[src/rtl/spi_pkg.sv]
// Shared types and helpers for the parametrised SPI master.
package spi_pkg;

    typedef enum logic [2:0] {
        ST_IDLE,
        ST_SETUP,
        ST_SHIFT,
        ST_HOLD,
        ST_GAP,
        ST_DONE
    } state_t;

    localparam int unsigned CPHA_BIT = 0;
    localparam int unsigned CPOL_BIT = 1;

    function automatic int unsigned ss_w(input int unsigned n);
        return (n > 1) ? $clog2(n) : 1;
    endfunction

endpackage

[src/rtl/spi_clkgen.sv]
// Half-period timer and registered SCK generator for spi_master_param.
module spi_clkgen #(
    parameter int unsigned DIV_W = 8
) (
    input  logic             clk,
    input  logic             reset,
    input  logic             en,
    input  logic             tog_en,
    input  logic [DIV_W-1:0] div,
    input  logic             cpol,
    output logic             half_tick,
    output logic             lead_edge,
    output logic             trail_edge,
    output logic             sck
);

    logic [DIV_W-1:0] cnt;

    // Strobes are asserted in the cycle before the clk edge on which sck toggles.
    assign half_tick  = en && (cnt == div);
    assign lead_edge  = half_tick && tog_en && (sck == cpol);
    assign trail_edge = half_tick && tog_en && (sck != cpol);

    always_ff @(posedge clk or posedge reset) begin
        if (reset) begin
            cnt <= '0;
            sck <= 1'b0;
        end else begin
            if (!en || half_tick)
                cnt <= '0;
            else
                cnt <= cnt + DIV_W'(1);
            if (!en)
                sck <= cpol;
            else if (lead_edge || trail_edge)
                sck <= ~sck;
        end
    end

endmodule

[src/rtl/spi_master_param.sv]
// Parametrised SPI master: FSM, shift registers and client handshakes.
// Optional SPI_MASTER_MISO_SYNC_EN adds a two-flop MISO synchronizer.
module spi_master_param
    import spi_pkg::*;
#(
    parameter int unsigned WIDTH  = 16,
    parameter int unsigned NUM_SS = 1,
    parameter int unsigned DIV_W  = 8
) (
    input  logic                      clk,
    input  logic                      reset,
    input  logic [DIV_W-1:0]          cfg_div,
    input  logic                      cfg_cpol,
    input  logic                      cfg_cpha,
    input  logic                      cfg_lsb_first,
    input  logic [ss_w(NUM_SS)-1:0]   cfg_ss_sel,
    input  logic [WIDTH-1:0]          rx_data,
    input  logic                      rx_strobe,
    output logic                      rx_accept,
    input  logic                      tx_request,
    output logic [WIDTH-1:0]          tx_data,
    output logic                      tx_strobe,
    output logic                      busy,
    output logic [NUM_SS-1:0]         ss,
    output logic                      sck,
    output logic                      mosi,
    input  logic                      miso
);

    localparam int unsigned SSW  = ss_w(NUM_SS);
    localparam int unsigned HC_W = $clog2(2 * WIDTH);
    localparam logic [HC_W-1:0] HC_LAST = HC_W'(2 * WIDTH - 1);

    state_t           state, state_nx;
    logic [DIV_W-1:0] div_l, div_eff;
    logic [1:0]       mode_l;
    logic             lsb_l, capture;
    logic [WIDTH-1:0] sreg, rreg, load_w;
    logic [HC_W-1:0]  hcnt;
    logic             start, en, tog_en, cpol_cur;
    logic             half_tick, lead_edge, trail_edge;
    logic             sample_edge, drive_edge, samp_now, samp_bit;

    function automatic logic [WIDTH-1:0] shift_w(input logic [WIDTH-1:0] v, input logic lsb);
        return lsb ? {1'b1, v[WIDTH-1:1]} : {v[WIDTH-2:0], 1'b1};
    endfunction

    function automatic logic first_bit(input logic [WIDTH-1:0] v, input logic lsb);
        return lsb ? v[0] : v[WIDTH-1];
    endfunction

    function automatic logic [NUM_SS-1:0] ss_decode(input logic [SSW-1:0] sel);
        logic [NUM_SS-1:0] v;
        v = '1;
        for (int unsigned i = 0; i < NUM_SS; i++)
            if (sel == SSW'(i)) v[i] = 1'b0;
        return v;
    endfunction

    assign start       = (state == ST_IDLE) && (rx_strobe || tx_request);
    assign en          = (state == ST_SETUP) || (state == ST_SHIFT) ||
                         (state == ST_HOLD)  || (state == ST_GAP);
    // SETUP's final tick is the first SCK edge; the last SHIFT half-period ends at idle level.
    assign tog_en      = (state == ST_SETUP) || ((state == ST_SHIFT) && (hcnt != HC_LAST));
    assign cpol_cur    = (state == ST_IDLE) ? cfg_cpol : mode_l[CPOL_BIT];
    assign sample_edge = mode_l[CPHA_BIT] ? trail_edge : lead_edge;
    assign drive_edge  = mode_l[CPHA_BIT] ? lead_edge : trail_edge;
    assign load_w      = rx_strobe ? rx_data : '1;
    assign busy        = (state != ST_IDLE);

`ifdef SPI_MASTER_MISO_SYNC_EN
    logic [1:0] miso_sync, samp_dly;

    always_ff @(posedge clk or posedge reset) begin
        if (reset) begin
            miso_sync <= '0;
            samp_dly  <= '0;
        end else begin
            miso_sync <= {miso_sync[0], miso};
            samp_dly  <= {samp_dly[0], sample_edge};
        end
    end

    assign samp_bit = miso_sync[1];
    assign samp_now = samp_dly[1];
    assign div_eff  = (div_l < DIV_W'(2)) ? DIV_W'(2) : div_l;
`else
    assign samp_bit = miso;
    assign samp_now = sample_edge;
    assign div_eff  = div_l;
`endif

    spi_clkgen #(.DIV_W(DIV_W)) u_clkgen (
        .clk        (clk),
        .reset      (reset),
        .en         (en),
        .tog_en     (tog_en),
        .div        (div_eff),
        .cpol       (cpol_cur),
        .half_tick  (half_tick),
        .lead_edge  (lead_edge),
        .trail_edge (trail_edge),
        .sck        (sck)
    );

    always_comb begin
        state_nx = state;
        unique case (state)
            ST_IDLE:  if (start) state_nx = ST_SETUP;
            ST_SETUP: if (half_tick) state_nx = ST_SHIFT;
            ST_SHIFT: if (half_tick && (hcnt == HC_LAST)) state_nx = ST_HOLD;
            ST_HOLD:  if (half_tick) state_nx = ST_GAP;
            ST_GAP:   if (half_tick) state_nx = ST_DONE;
            ST_DONE:  if (!capture || !tx_request) state_nx = ST_IDLE;
            default:  state_nx = ST_IDLE;
        endcase
    end

    always_ff @(posedge clk or posedge reset) begin
        if (reset) begin
            state     <= ST_IDLE;
            rx_accept <= 1'b0;
            tx_strobe <= 1'b0;
            tx_data   <= '0;
            ss        <= '1;
            mosi      <= 1'b1;
            div_l     <= '0;
            mode_l    <= '0;
            lsb_l     <= 1'b0;
            capture   <= 1'b0;
            sreg      <= '1;
            rreg      <= '0;
            hcnt      <= '0;
        end else begin
            state     <= state_nx;
            rx_accept <= start && rx_strobe;
            if (start) begin
                div_l            <= cfg_div;
                mode_l[CPOL_BIT] <= cfg_cpol;
                mode_l[CPHA_BIT] <= cfg_cpha;
                lsb_l            <= cfg_lsb_first;
                capture          <= tx_request;
                ss               <= ss_decode(cfg_ss_sel);
                hcnt             <= '0;
                if (cfg_cpha) begin
                    sreg <= load_w;
                    mosi <= 1'b1;
                end else begin
                    sreg <= shift_w(load_w, cfg_lsb_first);
                    mosi <= first_bit(load_w, cfg_lsb_first);
                end
            end else begin
                if (state == ST_IDLE)
                    mosi <= 1'b1;
                else if (drive_edge) begin
                    mosi <= first_bit(sreg, lsb_l);
                    sreg <= shift_w(sreg, lsb_l);
                end
                if ((state == ST_SHIFT) && half_tick)
                    hcnt <= hcnt + HC_W'(1);
                if (samp_now)
                    rreg <= lsb_l ? {samp_bit, rreg[WIDTH-1:1]} : {rreg[WIDTH-2:0], samp_bit};
                if ((state == ST_HOLD) && half_tick) begin
                    tx_data <= rreg;
                    ss      <= '1;
                end
                if ((state == ST_GAP) && half_tick && capture)
                    tx_strobe <= 1'b1;
                else if ((state == ST_DONE) && !tx_request)
                    tx_strobe <= 1'b0;
            end
        end
    end

endmodule

[config.mk]
export PLATFORM = sky130hd
export DESIGN_NAME = spi_master_param
export DESIGN_NICKNAME = d
export VERILOG_FILES = /design/src/rtl/spi_pkg.sv /design/src/rtl/spi_clkgen.sv /design/src/rtl/spi_master_param.sv
export SDC_FILE = /design/constraint.sdc
export NUM_CORES = 1
export LEC_CHECK = 0
export ABC_CLOCK_PERIOD_IN_PS = 4300
export CORE_MARGIN = 2
export CORE_UTILIZATION = 42
export DETAILED_ROUTE_END_ITERATION = 10
export MAX_ROUTING_LAYER = met4
export PLACE_DENSITY_LB_ADDON = 0.2
export SLEW_MARGIN = 30
export SYNTH_ARGS = -nofsm -noshare
export SYNTH_HDL_FRONTEND = slang
export SYNTH_SLANG_ARGS = --single-unit
export TNS_END_PERCENT = 10
[constraint.sdc]
create_clock -name clk -period 4.3 [get_ports clk]
set_input_delay 0.86 -clock clk [delete_from_list [all_inputs] [get_ports clk]]
set_output_delay 0.86 -clock clk [all_outputs]
set_load 0.005 [all_outputs]
==> results by group, run 1 <==
Die
  – Height of the die: 107 um
  – Die Outline Area: roughly 11000 um2
  – Effective utilization at floorplan: 0.431
  – CORE AREA: a little over 10000 um2
  – Die span in x: 107 um
  – Number of top-level design ports: 55
  – Site Rows: 37

Yosys
  – Synth Cell Area: 4450 um2
  – Ranking of synthesized cells by area: dfrtp_1 35%, mux2_2 15%, dfstp_2 11%, mux2i_1 7.6%, nand2_1 6.0%
  – Synthesis warning total: 0
  – Library cell occupying the most area in the post-synthesis netlist: dfrtp_1
  – Post-synthesis net count: around 450
  – Seq/Total Area, Yosys: 0.460
  – Register bit count reported by yosys: 81
  – Post-Synthesis Cells: about 410
  – Distinct cells, synth: 41
  – Average instance area after synthesis: roughly 11 um2
  – Fraction of synthesized cell area taken by the top area cell type: 0.354

Layout
  – Count of inserted antenna diode cells: 0
  – Number of nets in the finished design: a little under 500
  – Fraction of layout cells with a size suffix above 1: 0.247
  – Sequential cell area: roughly 2000 um2
  – Fill count: between 900 and 1000
  – Signed area change from the synthesized netlist to the final layout: 19.8%
  – Multi-input gate area: approximately 2300 um2

GRT
  – Pin count of the biggest net entering global routing: 46
  – Antenna violations before repair: 0
  – Via count of the first global-routing pass: 2997
  – Congestion Overflow GR: 0
  – Total global-route track usage: 0.163
  – Global-route wire length before repair: ~14 mm

Min path
  – Classification of the worst-slack hold path: flip-flop to flip-flop

Clocking
  – Number of buffers inserted to repair setup after CTS: 0
  – CTS sink count: 81
  – CTS buffer count: 9
  – Clock tree from TritonCTS: built
  – Clock insertion delay at the later pin of the skew report: roughly 360 ps
  – Maximum buffer depth of the clock tree: 2
  – Number of cells upsized or downsized after cts: 0
  – Clock-pin slew reported for the worst setup and hold paths after clock tree synthesis: 80 ps
  – H-tree levels: 3
  – Count of hold buffers inserted by post-cts repair: 0
  – Buffer type at the clock tree root: clkbuf_8

Detailed routing
  – DRT Wirelength: between 8 and 9 mm
  – Remaining antenna violation count: 0
  – Routed wire length per instance: ~14 um
  – Starting DRT DRC Count: about 130
  – Via total after detailed routing: approximately 3000
  – Via count normalized by instance count: 4.99
  – Drc violations: 0
  – First drt pass iteration count: 4

Placed design
  – Detailed-placement wirelength estimate: between 5 and 6 mm
  – RePlAce Congestion: roughly 0.80
  – Port bufs: 54

Pwr
  – VDD IR-drop max: 0.000213 V
  – Leakage power of the design: roughly 2.3 nW
  – Pwr Density: between 500 and 600 nW/um2

Setup path
  – Critical path type: flip-flop to flip-flop
  – Worst Path Max Fanout: 16
  – Endpoint arrival time on the critical path: 3240 ps
  – Required @ worst endpoint: approximately 4600 ps
  – CP Launch Type: flip-flop
  – CP Capture Type: flip-flop

STA
  – Minimum clock period: ~3000 ps
  – Skew final: between 8 and 9 ps
  – Maximum clock frequency: between 0.3 and 0.4 GHz
  – Final setup violation count: 0
  – Hold violation count in the final report: 0
  – Final Cycle Share: 0.697
  – Least-Margin Pin Slew: approximately 910 ps
  – Total Neg Setup Slack: 0 ps
  – Hold_ws: just under 500 ps
  – Total count of max-transition violations in the final report: 0
  – Relative slew slack: 0.391
  – Setup repair after global routing missed its margin: false

Job
  – Number of violations of the max-capacitance limit: 0

Run status
  – Outcome: finished, final reports clean
==> critical path, stage by stage (launching register included) <==
cell and delay, ps:
dfrtp_1 420, ha_1 220, and3_1 190, ha_1 190, nor3b_1 200, o21bai_1 160, or3_1 360, and3b_1 710
mux2_2 420
==> report_power, final <==
| group | switching [mW] | internal, mW | total [mW] |
|---|---|---|---|
| combinational | 0.387 | 0.468 | 0.855 |
| clock | 0.278 | 0.401 | 0.679 |
| sequential | 0.215 | 1.03 | 1.25 |
==> sequential cells by signal, summed over array words and instances (netlist names) <==
register,flops
capture,1
tx_strobe,1
lsb_l,1
rreg,16
state,3
hcnt,5
u_clkgen.cnt,8
mosi,1
u_clkgen.sck,1
div_eff,8
rx_accept,1
ss,1
tx_data,16
sreg,16
mode_l,2
==> logic make-up (layout without fill, tap and decap cells) <==
| group | count (synthesis) | in the layout | share of synthesized area |
|---|---|---|---|
| mux | 112 | 112 | 0.284 |
| compound gates | 33 | 33 | 0.0433 |
| fa+ha+maj | 3 | 3 | 0.00843 |
| flops | 81 | 81 | 0.460 |
| xor+xnor | 18 | 18 | 0.0354 |
| simple gates | 130 | 130 | 0.133 |
| buf+inv | 34 | 85 | 0.0365 |
==> layer usage <==
metal | vias to the layer above | GRT usage | part of all wire
li1 | 1506 | - | -
met1 | 1420 | 0.224 | 0.52
met3 | 7 | 0.0304 | 0.033
met4 | 0 | 0.0612 | 0.014
met5 | - | - | 0
met2 | 54 | 0.242 | 0.44
==> final cells by class <==
cell class,count,share of cell area
clock buffer,11,0.0265
clock inverter,5,0.0192
inverter,9,0.00657
multi-input combinational,296,0.423
sequential,81,0.384
tap,136,0.0319
timing repair buffer,60,0.109
==> worst paths after layout <==
kind / start / to / slack, ps / cells after the start
min in group asynchronous: reset / u_clkgen.cnt[4] / 750 / 2
worst max-delay path: hcnt[0] / rreg[6] / 1300 / 8
worst min register to register: tx_data[4] / tx_data[4] / 490 / 1
worst max register to register: hcnt[0] / rreg[6] / 1300 / 8
worst min-delay path: tx_data[4] / tx_data[4] / 490 / 1
max in group asynchronous: reset / sreg[2] / 2810 / 3
==> cells in the mapped netlist (all sizes together) <==
cell type  count
xnor2         12
mux2i         34
nand4          3
or4            1
and3           3
nor2          18
dfrtp         63
o21ai         25
clkbuf        14
ha             3
dfstp         18
a2111oi        1
nand3b         3
nor4b          1
mux2          77
o31ai          3
o22a           1
mux4           1
nand2         71
xor2           6
o21bai         1
a21oi          1
o31a           1
or3            3
nor4           1
buf           11
nor3           6
nor3b          3
inv            9
or2            1
nor2b          3
nand2b         3
nand3          7
and2           1
and3b          2
==> cells in the final DEF, fill, tap and decap left out, drive strengths merged, types with 2 or more instances in the layout <==
| cell | instances |
|---|---|
| o31ai | 3 |
| clkbuf | 11 |
| nor3b | 3 |
| dfstp | 18 |
| xnor2 | 12 |
| dfrtp | 63 |
| nor2 | 18 |
| nand4 | 3 |
| mux2i | 34 |
| ha | 3 |
| buf | 7 |
| and3b | 2 |
| bufinv | 3 |
| mux2 | 77 |
| nand3b | 3 |
| clkdlybuf4s50 | 53 |
| inv | 8 |
| nand2 | 71 |
| nor2b | 3 |
| or3 | 3 |
| nand3 | 7 |
| and3 | 3 |
| o21ai | 25 |
| clkinv | 2 |
| nor3 | 6 |
| xor2 | 6 |
| nand2b | 3 |
==> metrics by stage <==
| step | total power, mW | setup WS, ps | area [um2] | util | cells |
|---|---|---|---|---|---|
| global route | 2.98 | 1180 | 5340 | 0.517 | 598 |
| finish | 2.78 | 1300 | 5340 | 0.517 | 598 |
| floorplan | 1.86 | 1390 | 4450 | - | 411 |
| global placement | 2.10 | 1240 | 5100 | 0.494 | 582 |
| detailed placement | 2.12 | 1150 | 5100 | 0.494 | 582 |
| CTS | 2.81 | 1290 | 5340 | 0.517 | 598 |
Note: power is estimated with default switching activity, not from simulation.
==> run 2, diff against run 1 <==
Settings changed: ABC_CLOCK_PERIOD_IN_PS 4300 to 2500.
Clock period 4.3 ns to 2.5 ns, I/O delays scaled along.
==> results by group, run 2 (same netlist as run 1, synthesis figures left out) <==
Die
  – Effective utilization at floorplan: 0.431 (unchanged)
  – Site Rows: 37 (unchanged)
  – Number of top-level design ports: 55 (unchanged)
  – Die span in x: 107 um (unchanged)
  – CORE AREA: 10300 um2 (unchanged)
  – Die Outline Area: 11400 um2 (unchanged)
  – Height of the die: 107 um (unchanged)

STA
  – Final Cycle Share: 0.952 (+0.255)
  – Skew final: 10.5 ps (+1.99 ps)
  – Maximum clock frequency: 0.420 GHz (+26%)
  – Setup repair after global routing missed its margin: false
  – Final setup violation count: 0 (unchanged)
  – Least-Margin Pin Slew: 464 ps (-450 ps)
  – Minimum clock period: 2380 ps (-616 ps)
  – Relative slew slack: 0.687 (+0.297)
  – Hold violation count in the final report: 0 (unchanged)
  – Final worst-path setup slack: 120 ps (-1180 ps)
  – Total count of max-transition violations in the final report: 0 (unchanged)

Detailed routing
  – Remaining antenna violation count: 0 (unchanged)
  – First drt pass iteration count: 4 (unchanged)
  – Via count normalized by instance count: 5.05 (+1.1%)
  – Drc violations: 0 (unchanged)
  – DRT Wirelength: 8.40 mm (+1.8%)
  – Routed wire length per instance: 13.7 um (-0.41%)
  – Via total after detailed routing: 3086 (+3.3%)
  – Starting DRT DRC Count: 83 (-35%)

Pwr
  – VDD IR-drop max: 0.000424 V (+99%)
  – Leakage power of the design: 2.40 nW (+3.1%)
  – Final Total Pwr: 4.81 mW (+73%)
  – Pwr Density: 875 nW/um2 (+68%)

Setup path
  – Worst Path Max Fanout: 16 (unchanged)
  – Cell type of the slowest stage on the worst timing path: dfrtp_1
  – Reg-to-reg critical path startpoint: hcnt[0]
  – Worst stage delay on the critical path: 390 ps (-320 ps)
  – Critical path type: flip-flop to flip-flop
  – Worst R2R End: rreg[5]
  – List of cells traversed by the critical path: ha_1, and3_1, ha_2, nor3b_2, o21bai_1, or3_1, and3b_2, buf_12, mux2_2
  – Endpoint arrival time on the critical path: 2620 ps (-620 ps)
  – Worst Reg2Reg Path Length in Cells: 9 (+1)
  – Register-to-register path setup slack: 120 ps (-1180 ps)
  – Required @ worst endpoint: 2740 ps (-1810 ps)
  – CP Launch Type: flip-flop
  – CP Capture Type: flip-flop

Min path
  – Hold path endpoint: tx_data[0]
  – Hold path depth: 1 (unchanged)
  – Classification of the worst-slack hold path: flip-flop to flip-flop
  – Startpoint of the tightest hold check path: tx_data[0]

Layout
  – Most common library cell in the layout ignoring fill and taps: nand2_1
  – Number of nets in the finished design: 507 (+2.8%)
  – Commonest cells after routing, fill and taps aside: 71 x nand2_1, 63 x dfrtp_1, 61 x mux2_2
  – Count of inserted antenna diode cells: 0 (unchanged)
  – Largest registers in the final layout: rreg: 16 flops, sreg: 16 flops, tx_data: 16 flops
  – Signed area change from the synthesized netlist to the final layout: 23.4%
  – Fraction of layout cells with a size suffix above 1: 0.274 (+0.0269)

Clocking
  – H-tree levels: 3 (unchanged)
  – Buffer type at the clock tree root: clkbuf_8
  – Clock tree from TritonCTS: built
  – CTS sink count: 81 (unchanged)
  – Count of hold buffers inserted by post-cts repair: 0 (unchanged)
  – Maximum buffer depth of the clock tree: 2 (unchanged)
  – Clock insertion delay at the later pin of the skew report: 360 ps (about the same)
  – CTS buffer count: 9 (unchanged)
  – Clock-pin slew reported for the worst setup and hold paths after clock tree synthesis: 90 ps (about the same)

GRT
  – Pin count of the biggest net entering global routing: 82 (+78%)
  – Via count of the first global-routing pass: 3093 (+3.2%)
  – Global-route wire length before repair: 14.8 mm (+2.6%)
  – Antenna violations before repair: 0 (unchanged)
  – Congestion Overflow GR: 0 (unchanged)
  – Total global-route track usage: 0.167 (+0.00352)

Placed design
  – Pre-CTS setup slack: -95.4 ps (-1250 ps)
  – RePlAce Congestion: 0.772 (-3.2%)
  – Detailed-placement wirelength estimate: 5.90 mm (+0.92%)
  – Port bufs: 54 (unchanged)

Run status
  – Outcome: finished, final reports clean

Job
  – Number of violations of the max-capacitance limit: 0 (unchanged)
run 2: worst max-delay path by stage:
stage | startpoint | to | slack [ps]
4_1_cts | hcnt[0] | rreg[5] | 50
3_3_place_gp | cfg_cpol | sreg[9] | -60
3_5_place_dp | cfg_cpol | sreg[9] | -100
5_1_grt | hcnt[0] | rreg[14] | 3
2_1_floorplan | hcnt[0] | rreg[0] | -40
6_report | hcnt[0] | rreg[5] | 120
run 2: power by group:
part | leakage (nW) | switching, mW | total (mW) | internal, mW
sequential | 1.03 | 0.321 | 2.09 | 1.77
clock | 0.115 | 0.470 | 1.12 | 0.654
combinational | 1.26 | 0.732 | 1.59 | 0.860
total | 2.40 | 1.52 | 4.81 | 3.29
run 2: critical path: cells and delay by family, from the launching register on:
kind,cells,cell delay [ps]
compound gates,1,90
fa+ha+maj,2,390
buf+inv,1,150
flops,1,390
mux,1,340
simple gates,4,920
run 2: per-stage QoR:
stage	hold slack [ps]	TNS, ps	cell area, um2	utilization	instances
2_1_floorplan	463	-389	4460	-	411
3_3_place_gp	478	-669	5250	0.508	595
3_5_place_dp	484	-1140	5250	0.508	595
4_1_cts	502	0	5490	0.532	611
5_1_grt	520	0	5500	0.532	611
6_report	495	0	5500	0.532	611
run 2: routing by layer:
| layer | vias up | track usage | part of all wire |
|---|---|---|---|
| met2 | 51 | 0.251 | 0.45 |
| met3 | 13 | 0.0243 | 0.026 |
| met1 | 1482 | 0.226 | 0.50 |
| li1 | 1540 | - | - |
| met5 | - | - | 0 |
| met4 | 0 | 0.0724 | 0.020 |
run 2: timing repair:
| action | 4_1_cts | 5_1_grt |
|---|---|---|
| setup buffers | 1 | 0 |
| gates cloned | 0 | 0 |
| gates resized for setup | 1 | 2 |
| endpoints found under the setup margin | 16 | 17 |
| pin swaps | 1 | 0 |
run 2: area by class of cell:
type,instances,area [um2]
clock inverters,6,108
inverters,9,37.5
multi-input cells,296,2270
repair buffers,74,741
flip-flops and latches,81,2050
clock buffers,9,124
fillers,941,4830
well taps,136,170
==> run 3, diff against run 2 <==
Settings changed: CORE_UTILIZATION 42 to 50, SLEW_MARGIN 30 to 10.
==> results by group, run 3 (same netlist as run 1, synthesis figures left out) <==
Run status
  – Outcome: finished, final reports clean

Layout
  – Commonest cells after routing, fill and taps aside: 71 x nand2_1, 63 x dfrtp_1, 60 x mux2_2
  – Total non-filler cell area in the finished layout: 5500 um2 (about the same)
  – Fill count: 731 (-22%)
  – Count of inserted antenna diode cells: 0 (unchanged)
  – Most common library cell in the layout ignoring fill and taps: nand2_1
  – Signed area change from the synthesized netlist to the final layout: 23.4% (about the same)
  – Largest registers in the final layout: rreg: 16 flops, sreg: 16 flops, tx_data: 16 flops
  – Number of nets in the finished design: 508 (+0.20%)
  – Fraction of layout cells with a size suffix above 1: 0.279 (+0.00514)

Clocking
  – Clock tree from TritonCTS: built
  – Buffer type at the clock tree root: clkbuf_8
  – CTS sink count: 81 (unchanged)
  – Maximum buffer depth of the clock tree: 2 (unchanged)
  – H-tree levels: 3 (unchanged)
  – Clock-pin slew reported for the worst setup and hold paths after clock tree synthesis: 80 ps (about the same)
  – Count of hold buffers inserted by post-cts repair: 0 (unchanged)
  – Clock insertion delay at the later pin of the skew report: 350 ps (about the same)
  – CTS buffer count: 9 (unchanged)

Detailed routing
  – Remaining antenna violation count: 0 (unchanged)
  – Routed wire length per instance: 14.6 um (+6.3%)
  – First drt pass iteration count: 4 (unchanged)
  – Starting DRT DRC Count: 101 (+22%)
  – Drc violations: 0 (unchanged)
  – Via count normalized by instance count: 5.23 (+3.6%)
  – DRT Wirelength: 8.55 mm (+1.8%)
  – Via total after detailed routing: 3062 (-0.78%)

STA
  – Skew final: 11.2 ps (+0.750 ps)
  – Least-Margin Pin Slew: 531 ps (+66.5 ps)
  – Relative slew slack: 0.642 (-0.0448)
  – Total count of max-transition violations in the final report: 0 (unchanged)
  – Hold violation count in the final report: 0 (unchanged)
  – Minimum clock period: 2400 ps (+20.4 ps)
  – Final worst-path setup slack: 99.2 ps (-20.4 ps)
  – Final Cycle Share: 0.960 (+0.00815)
  – Hold_ws: 494 ps (-1.03 ps)
  – Setup repair after global routing missed its margin: true
  – Maximum clock frequency: 0.417 GHz (-0.85%)
  – Final setup violation count: 0 (unchanged)

Placed design
  – RePlAce Congestion: 0.854 (+11%)
  – Detailed-placement wirelength estimate: 5.89 mm (-0.17%)
  – Port bufs: 54 (unchanged)
  – Pre-CTS setup slack: -96.8 ps (-1.43 ps)
  – Standard cell area after detailed placement: 5210 um2 (-0.76%)

Setup path
  – CP Launch Type: flip-flop
  – CP Capture Type: flip-flop
  – Critical path type: flip-flop to flip-flop
  – Endpoint arrival time on the critical path: 2640 ps (+20 ps)
  – Worst Path Max Fanout: 16 (unchanged)
  – Required @ worst endpoint: 2740 ps (about the same)

Min path
  – Classification of the worst-slack hold path: flip-flop to flip-flop

Pwr
  – Final Total Pwr: 4.97 mW (+3.2%)
  – VDD IR-drop max: 0.000435 V (+2.7%)
  – Pwr Density: 903 nW/um2 (+3.2%)
  – Leakage power of the design: 2.42 nW (+0.82%)

GRT
  – Total global-route track usage: 0.192 (+0.0258)
  – Congestion Overflow GR: 0 (unchanged)
  – Global-route wire length before repair: 14.8 mm (-0.28%)
  – Pin count of the biggest net entering global routing: 82 (unchanged)
  – Antenna violations before repair: 0 (unchanged)
  – Via count of the first global-routing pass: 3105 (+0.39%)

Die
  – Number of top-level design ports: 55 (unchanged)
  – Site Rows: 34 (-8.1%)
  – Die span in x: 98.4 um (-8.0%)
  – Die Outline Area: 9680 um2 (-15%)
  – Effective utilization at floorplan: 0.513 (+0.0818)
  – CORE AREA: 8680 um2 (-16%)
  – Height of the die: 98.4 um (-8.0%)

Job
  – Number of violations of the max-capacitance limit: 0 (unchanged)
run 3: worst paths after layout:
check	from	end	slack (ps)	cells after the start
worst max-delay path	hcnt[0]	rreg[14]	100	9
worst min-delay path	tx_data[1]	tx_data[1]	490	1
worst max register to register	hcnt[0]	rreg[14]	100	9
worst min register to register	tx_data[1]	tx_data[1]	490	1
max in group asynchronous	reset	sreg[14]	1530	3
min in group asynchronous	reset	div_eff[2]	600	3
run 3: area by class of cell:
| class | instances | area (um2) | area share |
|---|---|---|---|
| clock buffer | 9 | 124 | 0.0225 |
| clock inverter | 7 | 143 | 0.0260 |
| inverter | 9 | 37.5 | 0.00683 |
| multi-input combinational | 296 | 2270 | 0.413 |
| sequential | 81 | 2050 | 0.373 |
| tap | 108 | 135 | 0.0246 |
| timing repair buffer | 75 | 736 | 0.134 |
run 3: worst max-delay path: stages (launching register included):
cell	delay, ps
dfrtp_1	390
ha_2	190
and3_1	180
ha_2	180
nor3b_2	150
o21bai_1	100
or3_1	330
and3b_2	270
buf_12	160
mux2_2	340
run 3: where the power goes:
part	switching, mW	leakage [nW]	total, mW	internal [mW]
Combinational	0.766	1.26	1.63	0.864
Clock	0.491	0.133	1.26	0.766
Sequential	0.304	1.03	2.08	1.77
run 3: repair_timing:
action                     4_1_cts  5_1_grt
resized for setup                1        4
setup endpoints to repair       16       18
pin swaps                        1        0
gates cloned                     0        0
setup buffers                    1        0
run 3: routing by layer:
| metal | vias to the layer above | GRT usage | routed length (um) |
|---|---|---|---|
| met5 | - | - | 0 |
| met4 | 0 | 0.0664 | 142 |
| met3 | 12 | 0.0265 | 287 |
| met2 | 65 | 0.294 | 3870 |
| met1 | 1446 | 0.266 | 4250 |
| li1 | 1539 | - | - |
run 3: metrics by stage:
stage	setup TNS [ps]	instances	util
after global routing	-159	585	0.633
after CTS	0	585	0.632
after global placement	-347	568	0.600
final	0	585	0.633
after detailed placement	-1190	568	0.600
after floorplan	-389	411	-
